<file path="src/rtl/down_counter_timer_pkg.sv">
// Shared definitions for the loadable down-counter/timer.
//  - state_t        : controller state (IDLE / RUN / DONE)
//  - WIDTH_DEF      : default counter and load-value width
//  - PRESCALE_W_DEF : default prescaler divide-control width
package down_counter_pkg;

  localparam int WIDTH_DEF      = 16;
  localparam int PRESCALE_W_DEF = 8;

  typedef enum logic [1:0] {
    IDLE = 2'd0,  // out of reset, nothing loaded yet
    RUN  = 2'd1,  // counting down
    DONE = 2'd2   // one-shot expired, count parked at zero
  } state_t;

endpackage

</file>
<file path="src/rtl/down_counter_timer_if.sv">
// Control/status bundle of the down-counter/timer.
//  master : the block that programs the timer (drives load, load_value,
//           enable, auto_reload, prescale, irq_clr; observes status)
//  slave  : the timer itself (drives count, zero, tc_pulse, irq, busy)
interface down_counter_timer_if
  import down_counter_pkg::*;
#(
  parameter int WIDTH      = WIDTH_DEF,
  parameter int PRESCALE_W = PRESCALE_W_DEF
);

  logic                  load;
  logic [WIDTH-1:0]      load_value;
  logic                  enable;
  logic                  auto_reload;
  logic [PRESCALE_W-1:0] prescale;
  logic                  irq_clr;

  logic [WIDTH-1:0]      count;
  logic                  zero;
  logic                  tc_pulse;
  logic                  irq;
  logic                  busy;

  modport master (
    output load, load_value, enable, auto_reload, prescale, irq_clr,
    input  count, zero, tc_pulse, irq, busy
  );

  modport slave (
    input  load, load_value, enable, auto_reload, prescale, irq_clr,
    output count, zero, tc_pulse, irq, busy
  );

endinterface

</file>
<file path="src/rtl/down_counter_timer_prescaler.sv">
// Tick prescaler: emits one tick every prescale+1 enabled cycles.
//  clk, reset_n : clock, asynchronous active-low reset
//  clr          : restart the divider from zero (wins over en)
//  en           : advance the divider this cycle
//  prescale     : divide control, compared live against the divider
//  tick         : combinational, high on the enabled cycle that wraps
module tick_prescaler
  import down_counter_pkg::*;
#(
  parameter int PRESCALE_W = PRESCALE_W_DEF
) (
  input  logic                  clk,
  input  logic                  reset_n,
  input  logic                  clr,
  input  logic                  en,
  input  logic [PRESCALE_W-1:0] prescale,
  output logic                  tick
);

  logic [PRESCALE_W-1:0] cnt;

  // Equality compare only: if prescale drops below cnt, the divider has to
  // roll over through 2^PRESCALE_W before it can match again.
  assign tick = en && (cnt == prescale);

  // NOTE: sequential state uses non-blocking assignments so every register
  // samples pre-edge values regardless of block ordering.
  always_ff @(posedge clk or negedge reset_n) begin
    if (!reset_n) begin
      cnt <= '0;
    end else if (clr) begin
      cnt <= '0;
    end else if (en) begin
      if (tick) cnt <= '0;
      else      cnt <= cnt + 1'b1;
    end
  end

endmodule

</file>
<file path="src/rtl/down_counter_timer.sv">
// Loadable down-counter/timer with prescaled tick, terminal-count pulse,
// sticky interrupt, and one-shot or periodic operation.
//  clk     : clock, all state changes on its rising edge
//  reset_n : asynchronous active-low reset
//  bus     : slave side of down_counter_timer_if
//            (load/load_value/enable/auto_reload/prescale/irq_clr in,
//             count/zero/tc_pulse/irq/busy out)
module down_counter_timer
  import down_counter_pkg::*;
#(
  parameter int WIDTH      = WIDTH_DEF,
  parameter int PRESCALE_W = PRESCALE_W_DEF
) (
  input logic                clk,
  input logic                reset_n,
  down_counter_timer_if.slave bus
);

  state_t           state;
  logic [WIDTH-1:0] count_q;
  logic [WIDTH-1:0] reload_q;
  logic             tc_q;
  logic             irq_q;
  logic             tick;
  logic             tc_evt;

  tick_prescaler #(
    .PRESCALE_W (PRESCALE_W)
  ) u_prescaler (
    .clk      (clk),
    .reset_n  (reset_n),
    .clr      (bus.load),
    .en       (bus.enable && (state == RUN)),
    .prescale (bus.prescale),
    .tick     (tick)
  );

  // A load on the same cycle swallows the terminal count entirely.
  assign tc_evt = tick && !bus.load && (count_q == '0);

  always_ff @(posedge clk or negedge reset_n) begin
    if (!reset_n) begin
      state    <= IDLE;
      count_q  <= '0;
      reload_q <= '0;
      tc_q     <= 1'b0;
      irq_q    <= 1'b0;
    end else begin
      tc_q <= tc_evt;

      // Set beats clear when both land on the same cycle.
      if (tc_evt)           irq_q <= 1'b1;
      else if (bus.irq_clr) irq_q <= 1'b0;

      if (bus.load) begin
        count_q  <= bus.load_value;
        reload_q <= bus.load_value;
        state    <= RUN;
      end else if (tick) begin
        if (count_q != '0) begin
          count_q <= count_q - 1'b1;
        end else if (bus.auto_reload) begin
          count_q <= reload_q;
        end else begin
          state <= DONE;
        end
      end
    end
  end

  assign bus.count    = count_q;
  assign bus.zero     = (count_q == '0);
  assign bus.tc_pulse = tc_q;
  assign bus.irq      = irq_q;
  assign bus.busy     = (state == RUN);

endmodule
</file>
<file path="src/flat_wrapper.sv">
// flat-port wrapper written by rule: the top's interface ports become plain ports
module down_counter_timer_flat import down_counter_pkg::*;
#(
  parameter int WIDTH      = WIDTH_DEF,
  parameter int PRESCALE_W = PRESCALE_W_DEF
)
  (clk, reset_n, bus_load, bus_load_value, bus_enable, bus_auto_reload, bus_prescale, bus_irq_clr, bus_count, bus_zero, bus_tc_pulse, bus_irq, bus_busy);
  down_counter_timer_if #(.WIDTH(WIDTH), .PRESCALE_W(PRESCALE_W)) bus_i ();
  input logic clk;
  input logic reset_n;
  input wire logic [$bits(bus_i.load)-1:0] bus_load;
  input wire logic [$bits(bus_i.load_value)-1:0] bus_load_value;
  input wire logic [$bits(bus_i.enable)-1:0] bus_enable;
  input wire logic [$bits(bus_i.auto_reload)-1:0] bus_auto_reload;
  input wire logic [$bits(bus_i.prescale)-1:0] bus_prescale;
  input wire logic [$bits(bus_i.irq_clr)-1:0] bus_irq_clr;
  output wire logic [$bits(bus_i.count)-1:0] bus_count;
  output wire logic [$bits(bus_i.zero)-1:0] bus_zero;
  output wire logic [$bits(bus_i.tc_pulse)-1:0] bus_tc_pulse;
  output wire logic [$bits(bus_i.irq)-1:0] bus_irq;
  output wire logic [$bits(bus_i.busy)-1:0] bus_busy;
  assign bus_i.load = bus_load;
  assign bus_i.load_value = bus_load_value;
  assign bus_i.enable = bus_enable;
  assign bus_i.auto_reload = bus_auto_reload;
  assign bus_i.prescale = bus_prescale;
  assign bus_i.irq_clr = bus_irq_clr;
  assign bus_count = bus_i.count;
  assign bus_zero = bus_i.zero;
  assign bus_tc_pulse = bus_i.tc_pulse;
  assign bus_irq = bus_i.irq;
  assign bus_busy = bus_i.busy;
  down_counter_timer #(.WIDTH(WIDTH), .PRESCALE_W(PRESCALE_W)) u_core (.clk(clk), .reset_n(reset_n), .bus(bus_i));
endmodule
</file>
<file path="config.mk">
export PLATFORM = sky130hd
export DESIGN_NAME = down_counter_timer_flat
export DESIGN_NICKNAME = d
export VERILOG_FILES = /design/src/rtl/down_counter_timer_pkg.sv /design/src/rtl/down_counter_timer_if.sv /design/src/rtl/down_counter_timer_prescaler.sv /design/src/rtl/down_counter_timer.sv /design/src/flat_wrapper.sv
export SDC_FILE = /design/constraint.sdc
export NUM_CORES = 1
export LEC_CHECK = 0
export BUFFER_PORTS_ARGS = -buffer_cell sky130_fd_sc_hd__buf_2
export CORE_MARGIN = 5
export CORE_UTILIZATION = 50
export DETAILED_ROUTE_END_ITERATION = 12
export PLACE_DENSITY = 0.77
export SLEW_MARGIN = 5
export SYNTH_ARGS = -nofsm -noshare
export SYNTH_HDL_FRONTEND = slang
export SYNTH_HIERARCHICAL = 1
export SYNTH_SLANG_ARGS = --single-unit
export TNS_END_PERCENT = 30
</file>
<file path="constraint.sdc">
create_clock -name clk -period 2.3 [get_ports clk]
set_clock_uncertainty 0.2 [all_clocks]
set_input_delay 0.345 -clock clk [delete_from_list [all_inputs] [get_ports clk]]
set_output_delay 0.345 -clock clk [all_outputs]
set_load 0.01 [all_outputs]
</file>
==> impl_metrics.tcl <==
set metrics [dict create \
    antenna_left 0 \
    synth_edf_count 0 \
    power.leakage_nw 1.58 \
    cp-end-kind "register" \
    yosysWarnings 6 \
    wl_per_cell_um 16.2 \
    ys_ff_latch 44 \
    p_per_area_nw_per_um2 552 \
    worst_pin_slew_ps 560 \
    cp_max_fo 7 \
    required_ps 2290 \
    io_buffers 49 \
    synth_top_flop_cell "dfrtp_1" \
    period_minus_slack_ps 2320 \
    drc_errors 0 \
    grtUsageMet3_pct 5.31 \
    cpMaxStageDelayCell "dfrtp_1" \
    initial_core_util_pct 51.3 \
    area_growth_pct 33.1 \
    rr_endpoint "u_core/bus.count[2]$_DFFE_PN0P_" \
    dieArea_um2 6790 \
    die_h_um 82.4 \
    clk_path_buf_depth 2 \
    grtUsageTotal_pct 22.8 \
    reg2reg_depth 7 \
    fmax_mhz 431 \
    reg2reg_slack_ps -20 \
    path_depth 7 \
    grt_pass1_wl_um 11700 \
    path_clk_slew_ps 80 \
    cts_sinks 44 \
    worst_path_most_repeated_cell "buf_4" \
    dpl-instance-area_um2 3210 \
    drive_above_1_share_pct 35.5 \
    hp-class "in2reg" \
    clock_latency_ps 310 \
    synth_compound_area_share_pct 17.8 \
    rsz0062_at_grt "yes" \
    synth_fp_nets 325 \
    cts_tree "done" \
    reg2reg_from "u_core/bus.count[9]$_DFFE_PN0P_" \
    setup_viol 2 \
    numCtsBuffers 5 \
    setup_ws_ps -20.3 \
    hpwl_um 5200 \
    htreeDepth 2 \
    worstPathArrival_ps 2310 \
    grt.met2_usage_pct 37.8 \
    synth_fa_ha_area_share_pct 1.43 \
    placedCellCount 440 \
    avgSynthCellArea_um2 8.97 \
    critPathMaxStageDelay_ps 440 \
    grt_pass1_vias 2559 \
    first_pass_iters 5 \
    netlist_instances 292 \
    antennaDiodeCount 0 \
    synth_top_family_by_area "simple AND/OR/NAND/NOR gates" \
    synth-xor-area-share_pct 5.35 \
    multi_input_area_um2 1420 \
    drtIter0Drc 225 \
    fin_area_um2 3490 \
    fillers 408 \
    grt_overflow_total 0 \
    fp.coreArea_um2 5110 \
    outcome "finished with violations" \
    synth_mux_area_share_pct 2.53 \
    period_share_pct 101 \
    use_met1_pct 27.8 \
    grt_max_degree 41 \
    stdcell_count 456 \
    synthArstFlopShare_pct 100 \
    peakVddDrop_mv 0.292 \
    relSlewSlack_pct 62.3 \
    num_vias 2619 \
    postLayoutCoreUtil_pct 68.3 \
    hold_depth 2 \
    hold_violations 0 \
    syn-cell-area_um2 2620 \
    regArea_um2 1100 \
    seq_area_frac_synth_pct 42.0 \
    via_per_inst 5.74 \
    min_from "bus_irq_clr" \
    ys_types 59 \
    path_buf_inv 3 \
    die_w_um 82.4 \
    violations "setup timing" \
    path_class "reg2reg" \
    antenna_found_initial 0 \
    worstSetupStartpointType "register" \
    grt.busiest_layer "met2" \
    holdPathEnd "u_core/bus.irq$_DFFE_PN0P_" \
    place_congestion 0.899 \
    wirelength_um 7370 \
    cap_violations 0 \
    synth-simple-area-share_pct 24.5 \
    slew_violations 0 \
    ios 50 \
    path_delay_family "compound AO/OA/AOI/OAI gates" \
    root_buffer "clkbuf_8" \
    placementRows 26 \
    path_cells "buf_6 -> nor4_4 -> nand4_1 -> buf_4 -> o21a_2 -> buf_4 -> a221o_1" \
    layout.nets 418 \
]
## cells by family after synthesis
kind of cell	Yosys count
simple gates	111
fa+ha+maj	3
mux	6
compound gates	73
buf+inv	39
flops	44
xor+xnor	16
## flip-flops by register name (all words and copies together) (netlist names)
| name | count |
|---|---|
| u_core/bus.count | 16 |
| u_core/state | 2 |
| u_core/reload_q | 16 |
| u_core/bus.tc_pulse | 1 |
| u_core/u_prescaler/cnt | 8 |
| u_core/bus.irq | 1 |
## through the flow
step	hold WS (ps)	setup TNS, ps	setup WS [ps]	total power, mW
finish	44.0	-24.1	-20.3	1.93
global route	44.8	-373	-99.2	2.01
CTS	41.2	0	2.53	1.91
detailed placement	151	-122	-65.2	1.25
global placement	153	-77.5	-39.5	1.24
floorplan	-151	0	18.8	1.07
## what timing repair did
item / CTS / global route
buffers inserted: 1 / 7
hold buffers: 1 / 0
hold endpoints to repair: 20 / 0
endpoints found under the setup margin: 2 / 15
resized for setup: 4 / 21
gates cloned: 0 / 0
pin swaps: 1 / 9
## synth_stat cells, types with 3 or more instances
master	n	area, um2
a21oi_1	13	65.1
mux2_2	5	56.3
dfrtp_1	44	1100
inv_1	27	101
nand2b_1	9	56.3
nor2b_1	4	25.0
nor2_1	20	75.1
nor4_2	4	50.1
nor3_1	3	15.0
a31oi_1	3	18.8
clkbuf_1	7	26.3
nand3b_1	4	30.0
nand3_1	8	40.0
xor2_1	10	87.6
a211oi_1	3	22.5
o21ai_0	23	115
ha_1	3	37.5
xnor2_1	6	52.6
nand2_1	29	109
nor4_1	4	25.0
o22a_1	3	26.3
o22ai_1	6	37.5
nand4_1	7	43.8
o211ai_1	3	22.5
## worst max path at each step
stage | startpoint | endpoint
floorplan | u_core/state[1]$_DFFE_PN0P_ | u_core/bus.count[3]$_DFFE_PN0P_
global route | u_core/bus.count[12]$_DFFE_PN0P_ | u_core/bus.count[2]$_DFFE_PN0P_
global placement | bus_prescale[7] | u_core/bus.count[6]$_DFFE_PN0P_
detailed placement | bus_prescale[7] | u_core/bus.count[3]$_DFFE_PN0P_
finish | u_core/bus.count[9]$_DFFE_PN0P_ | u_core/bus.count[2]$_DFFE_PN0P_
CTS | u_core/bus.count[9]$_DFFE_PN0P_ | bus_zero
## cell usage in the layout (no fill, tap or decap), types with 6 or more instances in the layout
cell type and count:
buf_4 43, nand4_1 7, nand3_1 8, a21oi_1 13, buf_2 48, inv_1 23, clkbuf_8 7, dfrtp_1 44
o21ai_0 23, nand2_1 29, nand2b_1 9, nor2_1 19, xnor2_1 6, xor2_1 10
## report_power, final
part	total (mW)	internal [mW]	switching, mW
clock	0.657	0.383	0.274
combinational	0.399	0.187	0.212
sequential	0.869	0.828	0.0415
## per-layer routing
metal | wire length (um) | share of wire (%)
met2 | 3690 | 50
met4 | 160 | 2.2
met3 | 547 | 7.4
met5 | 0 | 0
met1 | 2970 | 40
## cell type report
cell class                      count  share of cell area (%)
Clock buffer                        7                    2.76
Inverter                           27                    2.98
Clock inverter                      1                   0.861
Sequential cell                    44                    31.6
Timing Repair Buffer               98                    18.6
Tap cell                           70                    2.51
Multi-Input combinational cell    209                    40.7
## worst register-to-register path, cell delays in order, from the launching register on
cell	delay (ps)
dfrtp_1	440
buf_6	150
nor4_4	310
nand4_1	210
buf_4	200
o21a_2	260
buf_4	150
a221o_1	300
Note: power is estimated with default switching activity, not from simulation.
